File: src/rtl/timer_bank.sv
// Bank of independent countdown channels decremented by a free-running 1 Hz tick.
// Optional macro TIMER_BANK_BLINK_EN adds a per-channel blink output driven while a channel is expired.
module timer_bank #(
  parameter int CLK_HZ   = 100_000_000,
  parameter int CHANNELS = 4,
  parameter int COUNT_W  = 4
) (
  input  logic                          clock,
  input  logic                          reset,
  input  logic [CHANNELS-1:0]           start,
  input  logic [CHANNELS-1:0]           cancel,
  input  logic [CHANNELS-1:0]           pause,
  input  logic [CHANNELS*COUNT_W-1:0]   value,
  output logic                          tick_1hz,
  output logic                          tick_2hz,
  output logic [CHANNELS*COUNT_W-1:0]   count,
  output logic [CHANNELS-1:0]           running,
  output logic [CHANNELS-1:0]           expired,
  output logic [CHANNELS-1:0]           expire_pulse
`ifdef TIMER_BANK_BLINK_EN
  ,
  output logic [CHANNELS-1:0]           blink
`endif
);

  localparam int HALF_HZ = CLK_HZ / 2;
  localparam int DIV1_W  = $clog2(CLK_HZ);
  localparam int DIV2_W  = $clog2(HALF_HZ);

  typedef enum logic [1:0] {IDLE, RUN, PAUSE, EXPIRED} state_t;

  logic [DIV1_W-1:0] div1_reg;
  logic [DIV2_W-1:0] div2_reg;
  logic              tick1_reg;
  logic              tick2_reg;

  // Ticks are registered one count early so they are high exactly while the divider sits at its last value.
  always_ff @(posedge clock or posedge reset) begin
    if (reset) begin
      div1_reg  <= '0;
      div2_reg  <= '0;
      tick1_reg <= 1'b0;
      tick2_reg <= 1'b0;
    end else begin
      div1_reg  <= (div1_reg == DIV1_W'(CLK_HZ - 1)) ? '0 : div1_reg + 1'b1;
      div2_reg  <= (div2_reg == DIV2_W'(HALF_HZ - 1)) ? '0 : div2_reg + 1'b1;
      tick1_reg <= (div1_reg == DIV1_W'(CLK_HZ - 2));
      tick2_reg <= (div2_reg == DIV2_W'(HALF_HZ - 2));
    end
  end

  assign tick_1hz = tick1_reg;
  assign tick_2hz = tick2_reg;

  genvar gi;
  generate
    for (gi = 0; gi < CHANNELS; gi++) begin : g_chan
      state_t             state_reg, state_next;
      logic [COUNT_W-1:0] count_reg, count_next, load_val;
      logic               pulse_reg, pulse_next;
      logic               running_reg, expired_reg;

      assign load_val = value[gi*COUNT_W +: COUNT_W];

      // Priority: start > cancel > pause > tick.
      always_comb begin
        state_next = state_reg;
        count_next = count_reg;
        pulse_next = 1'b0;
        if (start[gi]) begin
          count_next = load_val;
          if (load_val == '0) begin
            state_next = EXPIRED;
            pulse_next = 1'b1;
          end else begin
            state_next = pause[gi] ? PAUSE : RUN;
          end
        end else if (cancel[gi]) begin
          state_next = IDLE;
          count_next = '0;
        end else begin
          case (state_reg)
            RUN: begin
              if (pause[gi]) begin
                state_next = PAUSE;
              end else if (tick1_reg && count_reg != '0) begin
                count_next = count_reg - 1'b1;
                if (count_reg == COUNT_W'(1)) begin
                  state_next = EXPIRED;
                  pulse_next = 1'b1;
                end
              end
            end
            PAUSE:   if (!pause[gi]) state_next = RUN;
            EXPIRED: count_next = '0;
            default: ;
          endcase
        end
      end

      always_ff @(posedge clock or posedge reset) begin
        if (reset) begin
          state_reg   <= IDLE;
          count_reg   <= '0;
          pulse_reg   <= 1'b0;
          running_reg <= 1'b0;
          expired_reg <= 1'b0;
        end else begin
          state_reg   <= state_next;
          count_reg   <= count_next;
          pulse_reg   <= pulse_next;
          running_reg <= (state_next == RUN) || (state_next == PAUSE);
          expired_reg <= (state_next == EXPIRED);
        end
      end

      assign count[gi*COUNT_W +: COUNT_W] = count_reg;
      assign running[gi]      = running_reg;
      assign expired[gi]      = expired_reg;
      assign expire_pulse[gi] = pulse_reg;

`ifdef TIMER_BANK_BLINK_EN
      logic blink_reg;

      // Blink starts low on entry to EXPIRED and flips on each half-second tick while there.
      always_ff @(posedge clock or posedge reset) begin
        if (reset) begin
          blink_reg <= 1'b0;
        end else if (state_next == EXPIRED) begin
          if (state_reg == EXPIRED && tick2_reg) blink_reg <= ~blink_reg;
        end else begin
          blink_reg <= 1'b0;
        end
      end

      assign blink[gi] = blink_reg;
`endif
    end
  endgenerate

endmodule

File: config.mk
export PLATFORM = sky130hd
export DESIGN_NAME = timer_bank
export DESIGN_NICKNAME = d
export VERILOG_FILES = /design/src/rtl/timer_bank.sv
export SDC_FILE = /design/constraint.sdc
export NUM_CORES = 1
export LEC_CHECK = 0
export ABC_AREA = 1
export CORE_MARGIN = 2
export CORE_UTILIZATION = 60
export DETAILED_ROUTE_END_ITERATION = 6
export PLACE_DENSITY = 0.84
export SLEW_MARGIN = 20
export SYNTH_ARGS = -nofsm -noshare
export SYNTH_HDL_FRONTEND = slang
export SYNTH_SLANG_ARGS = --single-unit
File: constraint.sdc
create_clock -name clock -period 6.7 [get_ports clock]
set_input_delay 1.34 -clock clock [delete_from_list [all_inputs] [get_ports clock]]
set_output_delay 1.34 -clock clock [all_outputs]
set_load 0.005 [all_outputs]
==> qor.txt, run 1 <==
SETUP PATH
--------------------------------------------------------------------------------------------------
Arrival time of the worst setup path                                                       1550 ps
Worst-path cell chain                                                                 clkdlybuf4s50_1
Category of the worst setup path launch point                                             register
Cell family with most CP delay                                                          flip-flops
Category of the most critical setup path                                              register to primary output
Worst-path cell with the longest stage delay                                          sky130_fd_sc_hd__dfrtp_1
Type of element capturing the critical path                                           primary output
Required time worst endpoint                                                               5360 ps
Maximum cell stage delay along the critical path                                            610 ps
Worst-path maximum fanout                                                                        9
Total buffers and inverters traversed by the critical path                                       1

SYNTH
--------------------------------------------------------------------------------------------------
Most used standard cell by instance count after synthesis                             sky130_fd_sc_hd__nand2_1
Syn Inst Count                                                                                 828
Share of flip-flops with an asynchronous set or reset after synthesis                         100%
YS warnings                                                                                      0
Primary flip-flop cell chosen by synthesis mapping                                    sky130_fd_sc_hd__dfrtp_1
Post-synthesis instance area                                                          0.00575 mm^2
Share of the synthesized area in the top cell type                                           39.6%
Post-Synthesis Mean Instance Area                                                        6.95 um^2
Count of flip-flops with a built-in enable after synthesis                                       0
Post-synthesis net count                                                                       886
Most frequent cells after synthesis                                                   sky130_fd_sc_hd__nand2_1, sky130_fd_sc_hd__nor2_1, sky130_fd_sc_hd__inv_1, sky130_fd_sc_hd__dfrtp_1, sky130_fd_sc_hd__nand3_1
Distinct cells, synth                                                                           27
Register area share after synthesis                                                          39.6%
Top area cells in the synthesized netlist                                             sky130_fd_sc_hd__dfrtp_1, sky130_fd_sc_hd__nand2_1, sky130_fd_sc_hd__nor2_1
Post-synth top area cell                                                              sky130_fd_sc_hd__dfrtp_1
Post-synthesis register bit count                                                               91

FINISH
--------------------------------------------------------------------------------------------------
Number of fill cells                                                                           794
P&R area growth vs syn                                                                       14.5%
Fraction of layout cells with a size suffix above 1                                          4.04%
Final cell area excluding filler cells                                                0.00659 mm^2
Post-layout utilization of the core                                                          70.9%
Final Non-Filler Cells                                                                       1,019
Number of antenna repair diodes                                                                  0
Number of flip-flops under the largest register name                                            27
Nets                                                                                           943

GRT
--------------------------------------------------------------------------------------------------
Global router's overall resource usage                                                       26.0%
Antenna violations before repair                                                                 0
Largest net degree at the start of global routing                                               73
GRT overflow                                                                                     0
Number of global-route vias before repair                                                    5,158
Wire length of the first global-routing pass                                               21.8 mm

STA
--------------------------------------------------------------------------------------------------
Setup TNS                                                                                     0 ps
Measured slew at the worst slew-check pin                                                   887 ps
Final worst path period need                                                               2890 ps
Unrepaired setup endpoints after global routing                                              false
Worst Clk Skew                                                                             17.0 ps
Fmax                                                                                     0.346 GHz
Slack of the critical path                                                                 3810 ps
Final worst-path cycle share                                                                 43.1%
Endpoints failing hold                                                                           0
Relative slew margins                                                                        40.8%
Finish-stage setup viols                                                                         0
Final Hold Slack                                                                            532 ps
Pins over their slew limit                                                                       0

PWR
--------------------------------------------------------------------------------------------------
Max IR drop VDD                                                                             129 uV
Power density cells                                                                    174 mW/mm^2
Standby leakage power                                                                      3.26 nW
Total Power                                                                                1.14 mW

CTS
--------------------------------------------------------------------------------------------------
Post-CTS Setup Inserts                                                                           0
CTS tree                                                                                       yes
Resized Gates After CTS                                                                          0
Clock transition time at the flip-flop clock pins of the worst setup and hold paths          90 ps
Number of buffers on the longest clock path                                                      2
Htree depth                                                                                      3
Hold buffer count at CTS                                                                         0
Clock Sink Count                                                                                91
Clk root buf                                                                          sky130_fd_sc_hd__clkbuf_8
Clock latency on the worst-skew pair                                                        360 ps
CTS buffer count                                                                                 9

ROUTING
--------------------------------------------------------------------------------------------------
Drc violations                                                                                   0
Vias                                                                                         5,327
Wire length reported by the detailed router                                                12.7 mm
Initial detailed-routing violation count                                                       315
Routed wirelength normalized by instance count                                             12.5 um
Detail-routed via count per cell                                                              5.23
Routed Antenna Nets                                                                              0
Count of TritonRoute iterations in the first routing pass                                        5

DIE
--------------------------------------------------------------------------------------------------
Area inside the core boundary                                                         0.00928 mm^2
Initial cell density of the core                                                             62.0%
Row Count                                                                                       35
Overall die area                                                                       0.0104 mm^2
Vertical die dimension                                                                      102 um
Boundary pin count                                                                              60
Die boundary width                                                                          102 um

PLACE
--------------------------------------------------------------------------------------------------
Routability congestion estimate                                                              0.951
Pre-CTS worst setup slack                                                                  3730 ps
Placed cell count                                                                            1,003
Cell Area, Placed                                                                     0.00641 mm^2
Port bufs                                                                                       59
Placed wire-length estimate after detailed placement                                       9.83 mm

JOB
--------------------------------------------------------------------------------------------------
Number of max-cap violations                                                                     0

HOLD PATH
--------------------------------------------------------------------------------------------------
Hold Path Class                                                                       register to register

STATUS
--------------------------------------------------------------------------------------------------
Status                                                                                finished, final reports clean

cell families after synthesis:
group	synth area share (%)
buf+inv	9.53
compound gates	6.07
simple gates	34.9
fa+ha+maj	6.09
flops	39.6
xor+xnor	3.81
worst reg2reg max path, cell delays in order, from the launching register on:
cell and delay, ps:
sky130_fd_sc_hd__dfrtp_1 450, sky130_fd_sc_hd__ha_1 310, sky130_fd_sc_hd__inv_1 110, sky130_fd_sc_hd__nor2_4 240, sky130_fd_sc_hd__nand3_2 130, sky130_fd_sc_hd__nor2_4 380, sky130_fd_sc_hd__nor2_1 110
final cells by class:
cell class                 instances  area [um^2]  share of cell area, %
clock buffer                      11          141                   2.15
clock inverter                     5         37.5                  0.570
inverter                         118          444                   6.74
multi-input combinational        605         2930                   44.4
sequential                        91         2280                   34.6
tap                              129          161                   2.45
timing repair buffer              60          598                   9.08
placed cells by master, fill, tap and decap left out, drive strengths merged, types with 6 or more instances in the layout:
cell type	n
clkbuf	11
o22ai	12
nand3	56
nand4	9
xor2	19
xnor2	6
nor2	162
a21oi	11
o21ai	35
dfrtp	91
inv	118
ha	28
clkdlybuf4s50	59
nand2	252
nor3	6
power breakdown:
group	switching, mW	total (mW)	internal [mW]
registers	0.0247	0.599	0.574
clock network	0.201	0.348	0.147
logic	0.102	0.199	0.0961
total	0.328	1.14	0.817
routing by layer:
metal	wire (um)	vias to the layer above	track usage, %
li1	-	2668	-
met5	0	-	0
met1	5530	2467	32.8
met4	227	0	8.92
met3	617	25	4.92
met2	6330	167	44.8
final timing paths:
path                                         endpoint  slack, ps         start  depth (start not counted)
min in group asynchronous       g_chan[2].running_reg       1250         reset                          2
worst max register to register           div2_reg[13]       4840   div2_reg[0]                          6
max in group asynchronous                div2_reg[25]       4260         reset                          3
worst min-delay path                     div2_reg[16]        530  div2_reg[16]                          1
worst max-delay path                         tick_1hz       3810      tick_1hz                          1
worst min register to register           div2_reg[16]        530  div2_reg[16]                          1
(Power assumes the default switching activity.)
==> run 2: changes to the inputs <==
--- a/config.mk
+++ b/config.mk
@@ -7,9 +7,9 @@
 export LEC_CHECK = 0
 export ABC_AREA = 1
 export CORE_MARGIN = 2
-export CORE_UTILIZATION = 60
+export CORE_UTILIZATION = 52
 export DETAILED_ROUTE_END_ITERATION = 6
-export PLACE_DENSITY = 0.84
+export PLACE_DENSITY = 0.77
 export SLEW_MARGIN = 20
 export SYNTH_ARGS = -nofsm -noshare
 export SYNTH_HDL_FRONTEND = slang
==> constraint.sdc (replaced) <==
create_clock -name clock -period 2.6 [get_ports clock]
set_input_delay 0.52 -clock clock [delete_from_list [all_inputs] [get_ports clock]]
set_output_delay 0.52 -clock clock [all_outputs]
set_load 0.005 [all_outputs]
==> run 2 against run 1 <==
- via count is 5.0% lower
- cell area is 0.66% higher
- first-iteration DRC count is 3.8% lower
- cell count is 0.98% higher
- non-clock buffer count stayed put
- hold slack worse by 54 ps
- wire length is 4.7% lower
- core utilization is 9.5 points lower
- critical path type unchanged
- largest cell class unchanged
==> qor.txt, run 2 (synthesis results as in run 1) <==
PLACE
--------------------------------------------------------------------------------------------------
Routability congestion estimate                                                              0.923   -3.0%
Pre-CTS worst setup slack                                                                   438 ps   -3290 ps
Placed wire-length estimate after detailed placement                                       9.29 mm   -5.5%
Port bufs                                                                                       59   unchanged

CTS
--------------------------------------------------------------------------------------------------
Clk root buf                                                                          sky130_fd_sc_hd__clkbuf_8
Post-CTS Setup Inserts                                                                           0   unchanged
Hold buffer count at CTS                                                                         0   unchanged
Clock latency on the worst-skew pair                                                        370 ps   about the same
Resized Gates After CTS                                                                          0   unchanged
CTS tree                                                                                       yes
Number of buffers on the longest clock path                                                      2   unchanged
Clock transition time at the flip-flop clock pins of the worst setup and hold paths          80 ps   about the same
Htree depth                                                                                      3   unchanged
CTS buffer count                                                                                 9   unchanged
Clock Sink Count                                                                                91   unchanged

GRT
--------------------------------------------------------------------------------------------------
Number of global-route vias before repair                                                    4,592   -11%
GRT overflow                                                                                     0   unchanged
Wire length of the first global-routing pass                                               20.6 mm   -5.8%
Antenna violations before repair                                                                 0   unchanged
Largest net degree at the start of global routing                                               77   +5.5%
Global router's overall resource usage                                                       21.9%   -4.1 points

DIE
--------------------------------------------------------------------------------------------------
Die boundary width                                                                          109 um   +7.1%
Row Count                                                                                       38   +8.6%
Initial cell density of the core                                                             53.3%   -8.7 points
Area inside the core boundary                                                          0.0108 mm^2   +16%
Vertical die dimension                                                                      109 um   +7.1%
Overall die area                                                                       0.0119 mm^2   +15%
Boundary pin count                                                                              60   unchanged

SETUP PATH
--------------------------------------------------------------------------------------------------
Cell family with most CP delay                                                          flip-flops
Type of element capturing the critical path                                           primary output
Total buffers and inverters traversed by the critical path                                       1   unchanged
Maximum cell stage delay along the critical path                                            600 ps   about the same
Category of the worst setup path launch point                                             register
Worst-path cell chain                                                                 clkdlybuf4s50_1
RR Endpoint                                                                           div2_reg[20]
Worst r2r src                                                                          div2_reg[0]
Worst reg2reg setup slack                                                                   850 ps   -3990 ps
Worst-path maximum fanout                                                                        9   unchanged
Worst-path cell with the longest stage delay                                          sky130_fd_sc_hd__dfrtp_1
Category of the most critical setup path                                              register to primary output
Arrival time of the worst setup path                                                       1540 ps   about the same
Critical Path Source                                                                      tick_1hz
Required time worst endpoint                                                               2080 ps   -3280 ps
Reg2Reg Depth                                                                                    6   unchanged

ROUTING
--------------------------------------------------------------------------------------------------
Count of TritonRoute iterations in the first routing pass                                        5   unchanged
Drc violations                                                                                   0   unchanged
Met2 Routed Length                                                                         5.62 mm   -11%
Wire length reported by the detailed router                                                12.1 mm   -4.7%
Met3 WL                                                                                     611 um   -0.97%
Routed wirelength normalized by instance count                                             11.8 um   -5.6%
Detail-routed via count per cell                                                              4.92   -5.9%
Highest routed metal layer                                                                    met4
Metal1 wirelength                                                                          5.70 mm   +2.9%
Routed Antenna Nets                                                                              0   unchanged
Vias                                                                                         5,062   -5.0%
Initial detailed-routing violation count                                                       303   -3.8%

FINISH
--------------------------------------------------------------------------------------------------
Commonest non-fill, non-tap cell in the layout                                        sky130_fd_sc_hd__nand2_1
Nets                                                                                           943   unchanged
P&R area growth vs syn                                                                       15.3%
Commonest non-fill, non-tap cells in the layout                                       sky130_fd_sc_hd__nand2_1, sky130_fd_sc_hd__nor2_1, sky130_fd_sc_hd__inv_1, sky130_fd_sc_hd__dfrtp_1, sky130_fd_sc_hd__clkdlybuf4s50_1
Post-layout utilization of the core                                                          61.4%   -9.5 points
Fraction of layout cells with a size suffix above 1                                          3.82%   -0.22 points
Number of antenna repair diodes                                                                  0   unchanged
Number of flip-flops under the largest register name                                            27   unchanged

STA
--------------------------------------------------------------------------------------------------
Pins over their slew limit                                                                       0   unchanged
Unrepaired setup endpoints after global routing                                              false
Relative slew margins                                                                        72.1%   +31 points
Finish-stage setup viols                                                                         0   unchanged
Final worst-path cycle share                                                                 79.3%
Worst Clk Skew                                                                             9.62 ps   -7.34 ps
Fmax                                                                                     0.485 GHz
Endpoints failing hold                                                                           0   unchanged
Measured slew at the worst slew-check pin                                                   418 ps   -469 ps
Setup TNS                                                                                     0 ps   unchanged
Slack of the critical path                                                                  538 ps   -3270 ps
Final worst path period need                                                               2060 ps

PWR
--------------------------------------------------------------------------------------------------
Power density cells                                                                    454 mW/mm^2   +160%
Standby leakage power                                                                      3.27 nW   +0.44%
Total Power                                                                                3.01 mW   +160%
Max IR drop VDD                                                                             463 uV   +260%

HOLD PATH
--------------------------------------------------------------------------------------------------
Hold Path Class                                                                       primary input to async pin

JOB
--------------------------------------------------------------------------------------------------
Number of max-cap violations                                                                     0   unchanged

STATUS
--------------------------------------------------------------------------------------------------
Status                                                                                finished, final reports clean

[run 2: changes by cell type in the layout (fill, tap and decap cells not counted), sizes merged]
cell | before | now
clkbuf | 11 | 13
clkinvlp | 2 | 1
clkinv | 3 | 1
inv | 118 | 117
bufinv | 0 | 1
[run 2: where the power goes]
| group | total, mW | leakage (nW) | switching (mW) | internal (mW) |
|---|---|---|---|---|
| Combinational | 0.504 | 1.97 | 0.255 | 0.249 |
| Sequential | 1.54 | 1.20 | 0.0638 | 1.48 |
| Clock | 0.963 | 0.0995 | 0.472 | 0.491 |
| Total | 3.01 | 3.27 | 0.790 | 2.22 |
[run 2: area by class of cell]
type	instances	area, um^2
fill	1008	4160
multi-input combinational	605	2930
sequential	91	2280
timing repair buffer	60	611
inverter	118	447
tap	140	175
clock buffer	13	159
clock inverter	2	35.0
[run 2: metal layers]
metal | up-vias | GRT usage (%)
met5 | - | 0
met1 | 2264 | 29.7
li1 | 2669 | -
met4 | 0 | 7.59
met2 | 113 | 35.4
met3 | 16 | 3.71
[run 2: how the worst max path moves through the flow]
stage | to | slack (ps) | depth (start not counted)
finish | tick_1hz | 540 | 1
floorplan | div1_reg[0] | 1020 | 1
global placement | g_chan[1].running_reg | 490 | 7
CTS | tick_1hz | 530 | 1
global route | tick_1hz | 490 | 1
detailed placement | g_chan[1].running_reg | 440 | 7
[run 2: through the flow]
step	cells	instance area, um^2	hold WS (ps)
after floorplan	828	5760	483
after global placement	1014	6440	518
after detailed placement	1014	6440	521
after CTS	1029	6630	480
after global routing	1029	6630	490
final	1029	6630	478
==> run 3: changes to the inputs <==
--- a/config.mk
+++ b/config.mk
@@ -7,9 +7,9 @@
 export LEC_CHECK = 0
 export ABC_AREA = 1
 export CORE_MARGIN = 2
-export CORE_UTILIZATION = 52
+export CORE_UTILIZATION = 58
 export DETAILED_ROUTE_END_ITERATION = 6
-export PLACE_DENSITY = 0.77
+export PLACE_DENSITY = 0.81
 export SLEW_MARGIN = 20
 export SYNTH_ARGS = -nofsm -noshare
 export SYNTH_HDL_FRONTEND = slang
==> constraint.sdc (replaced) <==
create_clock -name clock -period 2.1 [get_ports clock]
set_input_delay 0.42 -clock clock [delete_from_list [all_inputs] [get_ports clock]]
set_output_delay 0.42 -clock clock [all_outputs]
set_load 0.005 [all_outputs]
==> run 3 against run 2 <==
- cell count is essentially flat
- sequential share of layout area decreased by 0.40 points
- setup slack lost 320 ps
- cell area grew 1.2%
- count of clock-buffer cells in the layout is 2 lower
- combinational power increased by 30%
- critical path depth stayed put
- core utilization rose by 7.8 points
- hold slack worse by 94 ps
- die area is 10% lower
==> qor.txt, run 3 (synthesis results as in run 1) <==
STA
--------------------------------------------------------------------------------------------------
Final worst-path cycle share                                                                 89.8%
Final worst path period need                                                               1890 ps
Finish-stage setup viols                                                                         0   unchanged
Fmax                                                                                     0.530 GHz
Endpoints failing hold                                                                           0   unchanged
Worst Clk Skew                                                                             15.0 ps   +5.38 ps
Relative slew margins                                                                        72.8%   +0.64 points
Setup TNS                                                                                     0 ps   unchanged
Measured slew at the worst slew-check pin                                                   405 ps   -12.7 ps
Pins over their slew limit                                                                       0   unchanged
Slack of the critical path                                                                  214 ps   -324 ps
Unrepaired setup endpoints after global routing                                              false

ROUTING
--------------------------------------------------------------------------------------------------
Count of TritonRoute iterations in the first routing pass                                        5   unchanged
Routed wirelength normalized by instance count                                             12.4 um   +5.5%
Initial detailed-routing violation count                                                       274   -9.6%
Vias                                                                                         5,360   +5.9%
Wire length reported by the detailed router                                                12.8 mm   +5.6%
Drc violations                                                                                   0   unchanged
Detail-routed via count per cell                                                              5.20   +5.8%
Routed Antenna Nets                                                                              0   unchanged

CTS
--------------------------------------------------------------------------------------------------
Htree depth                                                                                      3   unchanged
Number of buffers on the longest clock path                                                      2   unchanged
Clock latency on the worst-skew pair                                                        360 ps   about the same
CTS buffer count                                                                                 9   unchanged
Clk root buf                                                                          sky130_fd_sc_hd__clkbuf_8
Post-CTS Setup Inserts                                                                           0   unchanged
CTS tree                                                                                       yes
Clock transition time at the flip-flop clock pins of the worst setup and hold paths          90 ps   about the same
Resized Gates After CTS                                                                          0   unchanged
Hold buffer count at CTS                                                                         0   unchanged
Clock Sink Count                                                                                91   unchanged

FINISH
--------------------------------------------------------------------------------------------------
Fraction of layout cells with a size suffix above 1                                          4.68%   +0.86 points
Commonest non-fill, non-tap cell in the layout                                        sky130_fd_sc_hd__nand2_1
Number of antenna repair diodes                                                                  0   unchanged
P&R area growth vs syn                                                                       16.6%
Number of fill cells                                                                           790   -22%
Number of flip-flops under the largest register name                                            27   unchanged
Nets                                                                                           950   +0.74%
Final cell area excluding filler cells                                                0.00671 mm^2   +1.2%
Commonest non-fill, non-tap cells in the layout                                       sky130_fd_sc_hd__nand2_1, sky130_fd_sc_hd__nor2_1, sky130_fd_sc_hd__inv_1, sky130_fd_sc_hd__dfrtp_1, sky130_fd_sc_hd__clkdlybuf4s50_1

PLACE
--------------------------------------------------------------------------------------------------
Routability congestion estimate                                                              0.921   -0.25%
Pre-CTS worst setup slack                                                                   138 ps   -300 ps
Placed wire-length estimate after detailed placement                                       10.1 mm   +9.1%
Port bufs                                                                                       59   unchanged
Cell Area, Placed                                                                     0.00649 mm^2   +0.87%

SETUP PATH
--------------------------------------------------------------------------------------------------
Worst-path cell chain                                                                 clkdlybuf4s50_1
Maximum cell stage delay along the critical path                                            570 ps   -30 ps
Type of element capturing the critical path                                           primary output
Worst-path maximum fanout                                                                        5   -4
Category of the most critical setup path                                              register to primary output
Arrival time of the worst setup path                                                       1470 ps   -70 ps
Category of the worst setup path launch point                                             register
Required time worst endpoint                                                               1680 ps   -400 ps
Total buffers and inverters traversed by the critical path                                       1   unchanged
Cell family with most CP delay                                                        buffers and inverters
Worst-path cell with the longest stage delay                                          sky130_fd_sc_hd__clkdlybuf4s50_1

PWR
--------------------------------------------------------------------------------------------------
Max IR drop VDD                                                                             493 uV   +6.6%
Standby leakage power                                                                      3.32 nW   +1.5%
Power density cells                                                                    576 mW/mm^2   +27%
Total Power                                                                                3.86 mW   +28%

DIE
--------------------------------------------------------------------------------------------------
Initial cell density of the core                                                             59.4%   +6.1 points
Die boundary width                                                                          104 um   -5.1%
Boundary pin count                                                                              60   unchanged
Vertical die dimension                                                                      104 um   -5.1%
Area inside the core boundary                                                         0.00968 mm^2   -10%
Row Count                                                                                       36   -5.3%
Overall die area                                                                       0.0107 mm^2   -10%

GRT
--------------------------------------------------------------------------------------------------
GRT overflow                                                                                     0   unchanged
Number of global-route vias before repair                                                    5,356   +17%
Wire length of the first global-routing pass                                               22.8 mm   +11%
Global router's overall resource usage                                                       25.2%   +3.3 points
Largest net degree at the start of global routing                                               43   -44%
Antenna violations before repair                                                                 0   unchanged

STATUS
--------------------------------------------------------------------------------------------------
Status                                                                                finished, final reports clean

JOB
--------------------------------------------------------------------------------------------------
Number of max-cap violations                                                                     0   unchanged

HOLD PATH
--------------------------------------------------------------------------------------------------
Hold Path Class                                                                       primary input to async pin

run 3: layer usage:
layer	track usage (%)	wire (um)	up-vias
li1	-	-	2687
met1	30.9	5490	2488
met2	43.9	6410	146
met3	4.15	508	39
met4	11.2	382	0
met5	0	0	-
run 3: path summary, 6_finish.rpt:
kind                                        startpoint                endpoint  slack (ps)  depth (start not counted)
worst max-delay path                          tick_1hz                tick_1hz         210                          1
worst min-delay path                             reset            div1_reg[26]         380                          2
worst max register to register  g_chan[1].state_reg[0]   g_chan[1].running_reg         300                          9
worst min register to register            div2_reg[16]            div2_reg[16]         520                          1
max in group asynchronous                        reset  g_chan[3].count_reg[1]        1210                          3
min in group clock                        div2_reg[16]            div2_reg[16]         520                          1
run 3: power breakdown:
part / internal [mW] / total (mW) / leakage (nW) / switching, mW
logic: 0.318 / 0.654 / 2.01 / 0.335
registers: 1.83 / 1.91 / 1.20 / 0.0784
clock network: 0.683 / 1.30 / 0.110 / 0.615
total: 2.83 / 3.86 / 3.32 / 1.03
run 3: cell type report:
cell class,instances,area [um^2],share of cell area (%)
Clock buffer,11,131,1.96
Clock inverter,5,85.1,1.27
Inverter,118,447,6.66
Multi-Input combinational cell,605,2930,43.6
Sequential cell,91,2280,33.9
Tap cell,133,166,2.48
Timing Repair Buffer,67,676,10.1
run 3: per-stage QoR:
stage / util (%) / std cells / hold slack (ps)
final: 69.3 / 1030 / 385
after detailed placement: 67.0 / 1014 / 516
after global placement: 67.0 / 1014 / 514
after CTS: 69.3 / 1030 / 385
after floorplan: - / 828 / 483
after global routing: 69.3 / 1030 / 404
==> edit 1, RTL diff (flow settings as in run 2) <==
Add a define of `TIMER_BANK_BLINK_EN`.
--- a/src/rtl/timer_bank.sv
+++ b/src/rtl/timer_bank.sv
@@ -1,5 +1,7 @@
 // Bank of independent countdown channels decremented by a free-running 1 Hz tick.
 // Optional macro TIMER_BANK_BLINK_EN adds a per-channel blink output driven while a channel is expired.
+`define TIMER_BANK_BLINK_EN
+
 module timer_bank #(
   parameter int CLK_HZ   = 100_000_000,
   parameter int CHANNELS = 4,
Check against the original RTL (old outputs only; new: blink): equivalent (Yosys induction, for registers that start in step).
==> edit 1 against run 2 <==
  * Wire length grew 7.2%
  * Final area grew 0.55%
  * Sequential cell count grew 4
  * Critical endpoint unchanged
  * Area after synthesis grew 1.2%
  * Critical path depth is the same
  * Highest routed layer unchanged
  * Setup slack lost 42 ps
  * Sequential power grew 4%
  * Total power grew 0.18%
==> edit 1: results (changes against run 2) <==
| Metric | Value |
|---|---|
| Outcome | completed (unchanged) |
| Dominant synthesized flop cell | dfrtp_1 (unchanged) |
| Clock buffer count from CTS | 9 (unchanged) |
| Diodes inserted | 0 (unchanged) |
| WL final | 13000 um (was 12100 um) |
| Critical path's top delay family | flip-flops (unchanged) |
| Root Buffer Master | clkbuf_8 (unchanged) |
| Synth top cells by count | nand2_1, inv_1, nor2_1, dfrtp_1, nand3_1 (was nand2_1, nor2_1, inv_1, dfrtp_1, nand3_1) |
| Post-layout net count | 876 (was 943) |
| Gpl congestion | 0.961 (was 0.923) |
| Crit-path slowest cell | dfrtp_1 (unchanged) |
| Number of H-tree levels | 3 (unchanged) |
| Maximum vdd ir drop | 256 uV (was 463 uV) |
| Clock Skew | 7.92 ps (was 9.62 ps) |
| DR iter-0 viols | 347 (was 303) |
| Clock Tree Buf Depth | 2 (unchanged) |
| M2 GR Usage | 39.6% (was 35.4%) |
| First-pass GRT wire length | 22000 um (was 20600 um) |
| CP peak stage delay | 620 ps (was 600 ps) |
| Clock Latency Late Sink | 380 ps |
| Layout cells sized above 1 | 5.10% (was 3.82%) |
| Number of global-route vias before repair | 5005 (was 4592) |
| Cell leakage power | 3.23 nW (was 3.27 nW) |
| Critical Path AT | 1580 ps (was 1540 ps) |
| Drt pass-1 iters | 5 (unchanged) |
| Clock transition at the registers of the reported paths | 90 ps |
| Met3 usage | 3.02% (was 3.71%) |
| Syn Area/Cell | 7.63 um^2 (was 6.95 um^2) |
| Syn_nets | 820 (was 886) |
| Post-Place Cells | 948 (was 1014) |
| Largest net degree at the start of global routing | 78 (was 77) |
| Fraction of registers with async set/reset | 100% (unchanged) |
| Register area share after synthesis | 40.9% (was 39.6%) |
| Crit Path Max Fanout | 9 (unchanged) |
| Buffer count from post-CTS setup fixing | 0 (unchanged) |
| Synth area leaders | dfrtp_1, nand2_1, inv_1 (was dfrtp_1, nand2_1, nor2_1) |
| GRT Total Usage | 23.1% (was 21.9%) |
| Post-CTS sizing | 0 (unchanged) |
| Met1 Use GR | 28.8% (was 29.7%) |
| Worst-margin pin slew | 533 ps (was 418 ps) |
| YS warnings | 0 (unchanged) |
| Max reg flops | 27 (unchanged) |
| Dpl hpwl | 9910 um (was 9290 um) |
| IO Port Bufs | 63 (was 59) |
| Vias post-DR | 5076 (was 5062) |
| Setup WS pre-CTS | 397 ps (was 438 ps) |
| Initial antenna violation count | 0 (unchanged) |
| Post-Layout Cell Count | 964 (was 1029) |
| Worst hold-check path type | input pin to async pin (unchanged) |
| Synth cell types | 40 (was 27) |
| Placement Cell Area | 6490 um^2 (was 6440 um^2) |
edit 1: changes by cell type in the layout (fill, tap and decap cells not counted), moves of 6 or more:
cell,delta
inv_1,+7
nor2_1,-38
nand3_1,-14
nand2_1,-89
xnor2_1,+6
nor3_1,+20
a21oi_1,+8
o21ai_0,-6
nand4_1,+7
xor2_1,+10
edit 1: path summary, 6_finish.rpt:
kind	start	endpoint	slack (ps)	cells after the start
setup / recovery	tick_1hz	tick_1hz	500	1
hold / removal	reset	div2_reg[9]	490	2
setup reg to reg	g_chan[3].count_reg[0]	g_chan[3].blink_reg	610	10
hold reg to reg	div1_reg[4]	div1_reg[4]	500	1
max in group asynchronous	reset	div1_reg[16]	1390	3
min in group clock	div1_reg[4]	div1_reg[4]	500	1
edit 1: final cells by class:
type	count	area [um^2]
fill	981	4220
multi-input combinational	528	2830
sequential	95	2380
timing repair buffer	64	651
inverter	121	458
tap	140	175
clock buffer	11	141
clock inverter	5	33.8
edit 1: layer usage:
| metal | vias to the layer above | wire length (um) |
|---|---|---|
| li1 | 2504 | - |
| met1 | 2406 | 5830 |
| met2 | 142 | 6230 |
| met3 | 24 | 599 |
| met4 | 0 | 322 |
| met5 | - | 0 |
edit 1: where the power goes:
| group | internal [mW] | switching, mW |
|---|---|---|
| logic | 0.248 | 0.271 |
| registers | 1.54 | 0.0576 |
| clock network | 0.372 | 0.528 |
| total | 2.16 | 0.857 |
edit 1: logic make-up after synthesis:
kind of cell	count (synthesis)	share of synthesized area [%]
buffers and inverters	140	10.5
adders and majority gates	27	5.81
xor gates and xnor gates	41	6.17
DFF	95	40.9
AOI/OAI and AO/OA	75	7.42
and+or+nand+nor	385	29.2
edit 1: worst reg2reg max path: cells and delay by family, from the launching register on:
| family | cells | cell delay [ps] |
|---|---|---|
| compound gates | 5 | 700 |
| simple gates | 1 | 170 |
| fa+ha+maj | 2 | 470 |
| buf+inv | 2 | 170 |
| flops | 1 | 410 |
==> edit 2, RTL diff (config.mk and constraints of run 2) <==
Without the edit above. Register the output `tick_1hz` once more, with the module's reset; this adds one clock of latency there. The other outputs are not delayed to match.
--- a/src/rtl/timer_bank.sv
+++ b/src/rtl/timer_bank.sv
@@ -49,7 +49,13 @@
     end
   end
 
-  assign tick_1hz = tick1_reg;
+  always_ff @(posedge clock or posedge reset) begin
+    if (reset) begin
+      tick_1hz <= '0;
+    end else begin
+      tick_1hz <= tick1_reg;
+    end
+  end
   assign tick_2hz = tick2_reg;
 
   genvar gi;
Check against the original RTL: no difference found for any inputs over 4 cycles, from zero or initial values and one cycle with reset high; that may be too few to reach the edited logic, so the function may still have changed.
==> edit 2 against run 2 <==
  * Cell count is 0.49% higher
  * Core utilization is 0.42 points higher
  * Wire length is 3.3% higher
  * Die area is 0.47% higher
  * Sequential cell count is 1 higher
  * Setup slack better by 170 ps
  * Area after synthesis is 0.48% higher
  * Hold slack better by 14 ps
  * Final area is 1.1% higher
  * Register-to-register slack worse by 50 ps
  * Total power is 6.4% higher
  * Global-route usage is 0.40 points higher
  * Largest power group unchanged
  * Highest routed layer unchanged
==> edit 2: results (changes against run 2) <==
| Metric | Value |
|---|---|
| Outcome | completed (unchanged) |
| Vias post-DR | 5160 (was 5062) |
| R2r endpoint | g_chan[1].running_reg (was div2_reg[20]) |
| Crit Path Max Fanout | 5 (was 9) |
| Initial antenna violation count | 0 (unchanged) |
| Reg2reg path depth | 9 (was 6) |
| Post-Place Cells | 1018 (was 1014) |
| Clock transition at the registers of the reported paths | 100 ps (was 80 ps) |
| Synth area leaders | dfrtp_1, nand2_1, nor2_1 (unchanged) |
| Post-layout net count | 947 (was 943) |
| WL final | 12500 um (was 12100 um) |
| Critical Path Source | g_chan[1].count_reg[2] (was tick_1hz) |
| Syn_nets | 889 (was 886) |
| Critical Path AT | 1370 ps (was 1540 ps) |
| Placement Cell Area | 6470 um^2 (was 6440 um^2) |
| Number of global-route vias before repair | 4771 (was 4592) |
| DR iter-0 viols | 357 (was 303) |
| Worst hold slack | 492 ps (was 478 ps) |
| Fin crit share | 72.9% (was 79.3%) |
| Met1 Use GR | 28.7% (was 29.7%) |
| Met3 usage | 5.51% (was 3.71%) |
| Setup WS pre-CTS | 444 ps (was 438 ps) |
| Crit-path slowest cell | clkdlybuf4s50_1 (was dfrtp_1) |
| Synth top cells by count | nand2_1, nor2_1, inv_1, dfrtp_1, nand3_1 (unchanged) |
| Cell leakage power | 3.32 nW (was 3.27 nW) |
| Largest net degree at the start of global routing | 54 (was 77) |
| Layout cells sized above 1 | 4.25% (was 3.82%) |
| Register area share after synthesis | 39.8% (was 39.6%) |
| First-pass GRT wire length | 20900 um (was 20600 um) |
| Synth cell types | 26 (was 27) |
| Avg Vias per Cell | 4.99 (was 4.92) |
| Launching point of the worst reg2reg path | g_chan[1].state_reg[0] (was div2_reg[0]) |
| Maximum vdd ir drop | 476 uV (was 463 uV) |
| Dpl hpwl | 9440 um (was 9290 um) |
| Worst-margin pin slew | 490 ps (was 418 ps) |
| Critical path's top delay family | buffers and inverters (was flip-flops) |
| CP peak stage delay | 540 ps (was 600 ps) |
| Reg-to-reg slack, setup | 800 ps (was 850 ps) |
| Crit path to | count[6] (was tick_1hz) |
| Clock Skew | 12.5 ps (was 9.62 ps) |
==> edit 2: where the power goes <==
group          leakage [nW]  switching (mW)  internal [mW]  total, mW
sequential             1.21          0.0647           1.49       1.56
combinational          1.99           0.260          0.251      0.511
clock                 0.120           0.536          0.597       1.13
==> edit 2: area by class of cell <==
type / count / area (um^2)
tap: 140 / 175
sequential: 92 / 2300
timing repair buffer: 61 / 618
fill: 1007 / 4140
clock buffer: 11 / 151
clock inverter: 5 / 82.6
inverter: 118 / 447
multi-input combinational: 607 / 2930
==> edit 2: logic make-up after synthesis <==
group | Yosys count | synth area share (%)
AOI/OAI and AO/OA | 63 | 5.93
xor gates and xnor gates | 25 | 3.79
adders and majority gates | 28 | 6.06
buffers and inverters | 132 | 9.48
DFF | 92 | 39.8
and+or+nand+nor | 491 | 34.9
==> edit 2: metal layers <==
layer  vias to the layer above  routed length (um)
li1                       2685                   -
met1                      2355                5910
met2                       102                5890
met3                        18                 543
met4                         0                 168
met5                         -                   0
